===== config.mk =====
export PLATFORM = sky130hd
export DESIGN_NAME = load_store_unit
export DESIGN_NICKNAME = d
export VERILOG_FILES = /design/src/rtl/riscv_definitions.sv /design/src/rtl/lsu_align.sv /design/src/rtl/load_store_unit.sv
export SDC_FILE = /design/constraint.sdc
export NUM_CORES = 1
export LEC_CHECK = 0
export CORE_MARGIN = 10
export CORE_UTILIZATION = 39
export DETAILED_ROUTE_END_ITERATION = 10
export GPL_TIMING_DRIVEN = 0
export PLACE_DENSITY = 0.76
export SKIP_LAST_GASP = 1
export SLEW_MARGIN = 20
export SYNTH_ARGS = -nofsm -noshare
export SYNTH_HDL_FRONTEND = slang
export SYNTH_SLANG_ARGS = --single-unit

===== constraint.sdc =====
create_clock -name clk -period 2 [get_ports clk]
set_input_delay 0.2 -clock clk [delete_from_list [all_inputs] [get_ports clk]]
set_output_delay 0.2 -clock clk [all_outputs]
set_load 0.02 [all_outputs]

===== src/rtl/riscv_definitions.sv =====
// Shared riscv-small types: data bus width, LOAD/STORE funct3 encodings and
// the load/store unit state and bus structures.
package riscv_definitions;

  localparam int XLEN = 32;

  typedef logic [XLEN-1:0] dataBus_u;

  typedef enum logic [2:0] {
    LB  = 3'b000,
    LH  = 3'b001,
    LW  = 3'b010,
    LBU = 3'b100,
    LHU = 3'b101
  } funct3ITypeLOAD_e;

  typedef enum logic [2:0] {
    SB = 3'b000,
    SH = 3'b001,
    SW = 3'b010
  } funct3SType_e;

  typedef enum logic [1:0] {
    IDLE = 2'd0,
    REQ  = 2'd1,
    WAIT = 2'd2,
    DONE = 2'd3
  } lsuState_e;

  typedef struct packed {
    logic       req;
    logic       we;
    logic [3:0] be;
    dataBus_u   addr;
    dataBus_u   wdata;
  } memBus_s;

endpackage


===== src/rtl/lsu_align.sv =====
// Byte-lane logic for the load/store unit: byte enables, store replication,
// load extraction/extension and misaligned/illegal-funct3 detection.
module lsu_align
  import riscv_definitions::*;
(
  input  logic       is_store_i,
  input  logic [2:0] funct3_i,
  input  logic [1:0] addr_lo_i,
  input  dataBus_u   wdata_i,
  input  dataBus_u   rdata_i,
  output logic [3:0] be_o,
  output dataBus_u   wdata_rep_o,
  output dataBus_u   ld_data_o,
  output logic       misaligned_o
);

  logic [7:0]  byte_sel;
  logic [15:0] half_sel;

  always_comb begin
    byte_sel     = rdata_i[7:0];
    half_sel     = addr_lo_i[1] ? rdata_i[31:16] : rdata_i[15:0];
    be_o         = 4'b0000;
    wdata_rep_o  = wdata_i;
    ld_data_o    = rdata_i;
    misaligned_o = 1'b0;

    case (addr_lo_i)
      2'd0:    byte_sel = rdata_i[7:0];
      2'd1:    byte_sel = rdata_i[15:8];
      2'd2:    byte_sel = rdata_i[23:16];
      default: byte_sel = rdata_i[31:24];
    endcase

    if (is_store_i) begin
      case (funct3_i)
        SB: begin
          be_o        = 4'b0001 << addr_lo_i;
          wdata_rep_o = {4{wdata_i[7:0]}};
        end
        SH: begin
          be_o         = 4'b0011 << addr_lo_i;
          wdata_rep_o  = {2{wdata_i[15:0]}};
          misaligned_o = addr_lo_i[0];
        end
        SW: begin
          be_o         = 4'b1111;
          misaligned_o = |addr_lo_i;
        end
        // Unassigned store encodings never reach the bus.
        default: misaligned_o = 1'b1;
      endcase
    end else begin
      case (funct3_i)
        LB:  ld_data_o = {{24{byte_sel[7]}}, byte_sel};
        LBU: ld_data_o = {24'h0, byte_sel};
        LH: begin
          ld_data_o    = {{16{half_sel[15]}}, half_sel};
          misaligned_o = addr_lo_i[0];
        end
        LHU: begin
          ld_data_o    = {16'h0, half_sel};
          misaligned_o = addr_lo_i[0];
        end
        LW: begin
          ld_data_o    = rdata_i;
          misaligned_o = |addr_lo_i;
        end
        default: misaligned_o = 1'b1;
      endcase
    end
  end

endmodule


===== src/rtl/load_store_unit.sv =====
// MA-stage load/store unit: one outstanding req/gnt/rvalid access, stalls the
// pipeline while busy and traps misaligned or illegal accesses without a bus cycle.
module load_store_unit
  import riscv_definitions::*;
(
  input  logic        clk,
  input  logic        rst_n,
  input  logic        op_valid,
  input  logic        op_is_store,
  input  logic [2:0]  op_funct3,
  input  logic [31:0] op_addr,
  input  logic [31:0] op_wdata,
  input  logic        flush,
  output logic        mem_req,
  input  logic        mem_gnt,
  output logic [31:0] mem_addr,
  output logic        mem_we,
  output logic [3:0]  mem_be,
  output logic [31:0] mem_wdata,
  input  logic        mem_rvalid,
  input  logic [31:0] mem_rdata,
  output logic [31:0] ld_data,
  output logic        done,
  output logic        misaligned,
  output logic        stall,
  output lsuState_e   dbg_state
);

  lsuState_e  state_q;
  memBus_s    bus_q;
  logic [2:0] funct3_q;
  logic [1:0] lo_q;
  logic       kill_q;
  dataBus_u   ld_data_q;
  logic       done_q;
  logic       mis_q;

  logic       idle;
  logic [3:0] al_be;
  dataBus_u   al_wdata;
  dataBus_u   al_ld;
  logic       al_mis;

  assign idle = (state_q == IDLE);

  // In IDLE the aligner looks at the incoming op; afterwards at the captured one.
  lsu_align u_align (
    .is_store_i   (idle ? op_is_store : bus_q.we),
    .funct3_i     (idle ? op_funct3 : funct3_q),
    .addr_lo_i    (idle ? op_addr[1:0] : lo_q),
    .wdata_i      (op_wdata),
    .rdata_i      (mem_rdata),
    .be_o         (al_be),
    .wdata_rep_o  (al_wdata),
    .ld_data_o    (al_ld),
    .misaligned_o (al_mis)
  );

  always_ff @(posedge clk or negedge rst_n) begin
    if (!rst_n) begin
      state_q   <= IDLE;
      bus_q     <= '0;
      funct3_q  <= 3'd0;
      lo_q      <= 2'd0;
      kill_q    <= 1'b0;
      ld_data_q <= '0;
      done_q    <= 1'b0;
      mis_q     <= 1'b0;
    end else begin
      done_q <= 1'b0;
      mis_q  <= 1'b0;
      case (state_q)
        IDLE: begin
          kill_q <= 1'b0;
          if (op_valid && !flush) begin
            bus_q.we    <= op_is_store;
            bus_q.be    <= al_be;
            bus_q.addr  <= {op_addr[31:2], 2'b00};
            bus_q.wdata <= al_wdata;
            funct3_q    <= op_funct3;
            lo_q        <= op_addr[1:0];
            if (al_mis) begin
              state_q <= DONE;
              done_q  <= 1'b1;
              mis_q   <= 1'b1;
            end else begin
              state_q   <= REQ;
              bus_q.req <= 1'b1;
            end
          end
        end
        REQ: begin
          if (mem_gnt) begin
            bus_q.req <= 1'b0;
            if (bus_q.we) begin
              // A granted store is committed; a flush only hides its completion.
              state_q <= flush ? IDLE : DONE;
              done_q  <= !flush;
            end else begin
              state_q <= WAIT;
              kill_q  <= flush;
            end
          end else if (flush) begin
            state_q   <= IDLE;
            bus_q.req <= 1'b0;
          end
        end
        WAIT: begin
          if (mem_rvalid) begin
            if (kill_q || flush) begin
              state_q <= IDLE;
              kill_q  <= 1'b0;
            end else begin
              ld_data_q <= al_ld;
              state_q   <= DONE;
              done_q    <= 1'b1;
            end
          end else if (flush) begin
            kill_q <= 1'b1;
          end
        end
        DONE:    state_q <= IDLE;
        default: state_q <= IDLE;
      endcase
    end
  end

  assign mem_req    = bus_q.req;
  assign mem_we     = bus_q.we;
  assign mem_be     = bus_q.be;
  assign mem_addr   = bus_q.addr;
  assign mem_wdata  = bus_q.wdata;
  assign ld_data    = ld_data_q;
  assign done       = done_q;
  assign misaligned = mis_q;
  assign stall      = op_valid && (state_q != DONE);
  assign dbg_state  = state_q;

endmodule


==> flow_metrics.env, run 1 <==
export IMPL_mostFrequentLayoutCells="clkdlybuf4s50_1 (207), nand2_1 (184), dfrtp_1 (108), buf_4 (39), o21ai_0 (23)"
export IMPL_die_area_mm2=0.0186
export IMPL_fin_area_mm2=0.00898
export IMPL_peakVddDrop_mv=0.837
export IMPL_overflow=0
export IMPL_syn_cell_area_mm2=0.00529
export IMPL_rsz0062_at_grt="yes"
export IMPL_timing_rr_end="ld_data[2]"
export IMPL_setup_ws_ns=-0.162
export IMPL_first_global_vias=5716
export IMPL_switchingPower_mw=6.17
export IMPL_fmax_ghz=0.462
export IMPL_synth_cell_type_count=52
export IMPL_sw_frac_of_total_pct=41.2
export IMPL_p_leak_nw=3.92
export IMPL_yosysTopAreaCell="dfrtp_1"
export IMPL_worst_setup_path_end_kind="register"
export IMPL_power_density_mw_per_mm2=1670
export IMPL_layout_drive_gt1_share_pct=22.3
export IMPL_finalMaxSlewViolations=0
export IMPL_start_kind="register"
export IMPL_synth_compound_area_share_pct=19.1
export IMPL_syn_to_final_growth_pct=69.9
export IMPL_hp_class="in2reg"
export IMPL_finalSetupViolations=56
export IMPL_layout_commonest_cell="clkdlybuf4s50_1"
export IMPL_dr_pass1_iters=5
export IMPL_rows=42
export IMPL_min_from="flush"
export IMPL_internal_power_mw=8.80
export IMPL_finalPower_mw=15.0
export IMPL_dpl_worst_slack_ns=-0.484
export IMPL_diodes=0
export IMPL_grt_pass1_wl_um=31100
export IMPL_synth_ff_type="dfrtp_1"
export IMPL_cts_root_buf="clkbuf_16"
export IMPL_drc_errors=0
export IMPL_synth_top_cell_area_share_pct=52.1
export IMPL_clk_pin_slew_ns=0.07
export IMPL_post_drt_wl_per_cell_um=20.3
export IMPL_power_frac_clock_pct=11.7
export IMPL_slew_headroom_pct=61.9
export IMPL_period_share_pct=108
export IMPL_timing_setup_critical_path_class="reg2reg"
export IMPL_fin_util_pct=67.8
export IMPL_final_cell_count_no_fill=1007
export IMPL_htree_num_levels=3
export IMPL_syn_area_per_cell_um2=9.38
export IMPL_cts_sinks=110
export IMPL_nFillCells=1048
export IMPL_vias=5358
export IMPL_reg2reg_depth=11
export IMPL_die_h_um=136
export IMPL_ant_nets=0
export IMPL_syn_inst=564
export IMPL_drt_total_wl_um=20500
export IMPL_nets=937
export IMPL_synthMuxAreaShare_pct=5.13
export IMPL_cts_made_buffers=9
export IMPL_yosys_area_share_simple_pct=18.8
export IMPL_skew_ns=0.00738
export IMPL_hpwlAfterDp_um=15000
export IMPL_core_mm2=0.0132
export IMPL_first_iter_violations=337
export IMPL_ff2ff_setup_slack_ns=-0.16
export IMPL_grt_total_usage_pct=21.1
export IMPL_die_width_um=136
export IMPL_dp_cells=951
export IMPL_grt_max_degree=67
export IMPL_initial_utilization_pct=39.9
export IMPL_pin_count=213
export IMPL_grt_antenna_before_repair=0
export IMPL_maxCapViolCount=0
export IMPL_yosysSeqAreaShare_pct=52.1
export IMPL_netlist_top_cells_area="dfrtp_1 (52%), nand2_1 (13%), o21ai_0 (4.0%)"
export IMPL_cts_buffer_depth=2
export IMPL_outcome="complete, but fails checks"
export IMPL_tns_ns=-4.59
export IMPL_cp_max_fo=6
export IMPL_max_slew_worst_pin_slew_ns=0.571
export IMPL_via_per_inst=5.32
export IMPL_synth_edf_count=0
export IMPL_worstSkewPairLatency_ns=0.36
export IMPL_synthAdderAreaFrac_pct=0.947
export IMPL_crit_required_ns=2.23
export IMPL_whs_ns=0.254
export IMPL_synth_top_family_by_area="compound AO/OA/AOI/OAI gates"
export IMPL_cts_tree="built"
export IMPL_yosysWarnings=0
export IMPL_place_area_mm2=0.00772
export IMPL_worstPathArrival_ns=2.40
export IMPL_rr_startpoint="dbg_state[1]"
export IMPL_violations="setup timing"
export IMPL_p_seq_share_pct=27.0
export IMPL_pwr_share_comb_pct=61.3
export IMPL_holdPathStages=3
export IMPL_synthArstFlopShare_pct=100
export IMPL_gp_congestion=0.881
export IMPL_fin_crit_ns=2.16
export IMPL_numPortBuffers=209
export IMPL_final_hold_viol_count=0
export IMPL_hold_end="dbg_state[1]"
export IMPL_ys_ff_latch=110
export IMPL_synth_xor_area_share_pct=0
[cell usage after synthesis (2+ instances only)]
library cell / count
nand2_1: 184
dfrtp_1: 110
o21ai_0: 42
a21oi_1: 30
clkbuf_1: 22
o22ai_1: 22
nor2_1: 18
o221a_2: 16
mux2_2: 11
mux2i_1: 11
a31oi_1: 10
a22o_1: 6
inv_1: 6
o31ai_1: 6
buf_2: 5
nand3_1: 5
a221oi_1: 4
buf_6: 4
ha_1: 4
nand2b_1: 4
buf_4: 3
nor3b_2: 3
a32oi_1: 2
and2_1: 2
and3b_1: 2
nor2b_1: 2
nor3_1: 2
nor3_4: 2
o21ai_1: 2
or2_1: 2
[layer usage]
layer	GRT usage (%)	routed length (um)	vias up
met5	0	0	-
li1	-	-	2494
met3	7.05	1810	21
met1	24.6	8120	2635
met4	6.27	302	0
met2	36.0	10200	208
[kinds of logic (layout without fill, tap and decap cells)]
kind of cell,Yosys count,count (layout)
compound gates,150,150
fa+ha+maj,4,4
buf+inv,42,308
flops,110,110
mux,24,24
other cells,1,2
simple gates,233,233
[power groups by stage]
stage	clock network [mW]	logic, mW	registers [mW]
after floorplan	0	2.95	5.13
after global placement	0	7.26	3.97
after detailed placement	0	7.37	4.02
after CTS	1.77	8.76	4.01
after global routing	1.85	9.78	4.16
final	1.74	9.18	4.04
[registers in the layout, indices dropped and copies added (netlist names)]
register and flops:
lo_q 2, mem_wdata 32, misaligned 1, mem_we 1
mem_addr 30, dbg_state 2, ld_data 32, kill_q 1
mem_req 1, mem_be 4, funct3_q 3, done 1
[cell type report]
class,count,area [um2],area share (%)
Multi-Input combinational cell,413,2910,32.4
Sequential cell,110,2760,30.7
Timing Repair Buffer,252,2500,27.9
Buffer,35,287,3.19
Clock buffer,11,253,2.81
Tap cell,176,220,2.45
Clock inverter,4,30.0,0.334
Inverter,6,22.5,0.251
[timing repair]
item                                    4_1_cts  5_1_grt
gates cloned                                  3        0
hold buffers                                  1        0
buffers inserted                             31        8
gates resized for setup                      98       70
endpoints found under the setup margin      109      107
pin swaps                                    34       22
hold endpoints to repair                     44        0
[worst max-delay path, cell delays in order (launching register included)]
cell and delay (ns):
dfrtp_2 0.40, inv_2 0.06, ha_4 0.19, buf_12 0.15, buf_12 0.14, buf_12 0.13
nor3b_4 0.26, nor2_4 0.07, buf_12 0.14, mux2_4 0.30, o22ai_2 0.11, a21oi_1 0.09
[how the worst max path moves through the flow]
| stage | from | end | cells past startpoint |
|---|---|---|---|
| 3_5_place_dp | op_funct3[2] | mem_wdata[25] | 8 |
| 6_report | dbg_state[1] | ld_data[2] | 11 |
| 4_1_cts | dbg_state[1] | ld_data[3] | 11 |
| 2_1_floorplan | dbg_state[1] | mem_wdata[25] | 8 |
| 3_3_place_gp | rst_n | dbg_state[0] | 1 |
| 5_1_grt | dbg_state[0] | ld_data[26] | 7 |
No activity file was read; power rests on OpenSTA's default activity.
==> inputs of run 2 (changes only) <==
CAP_MARGIN = 20   (was unset)
==> results of run 2 <==
Same layout as run 1: the final DEF is identical, and so are final timing and power.
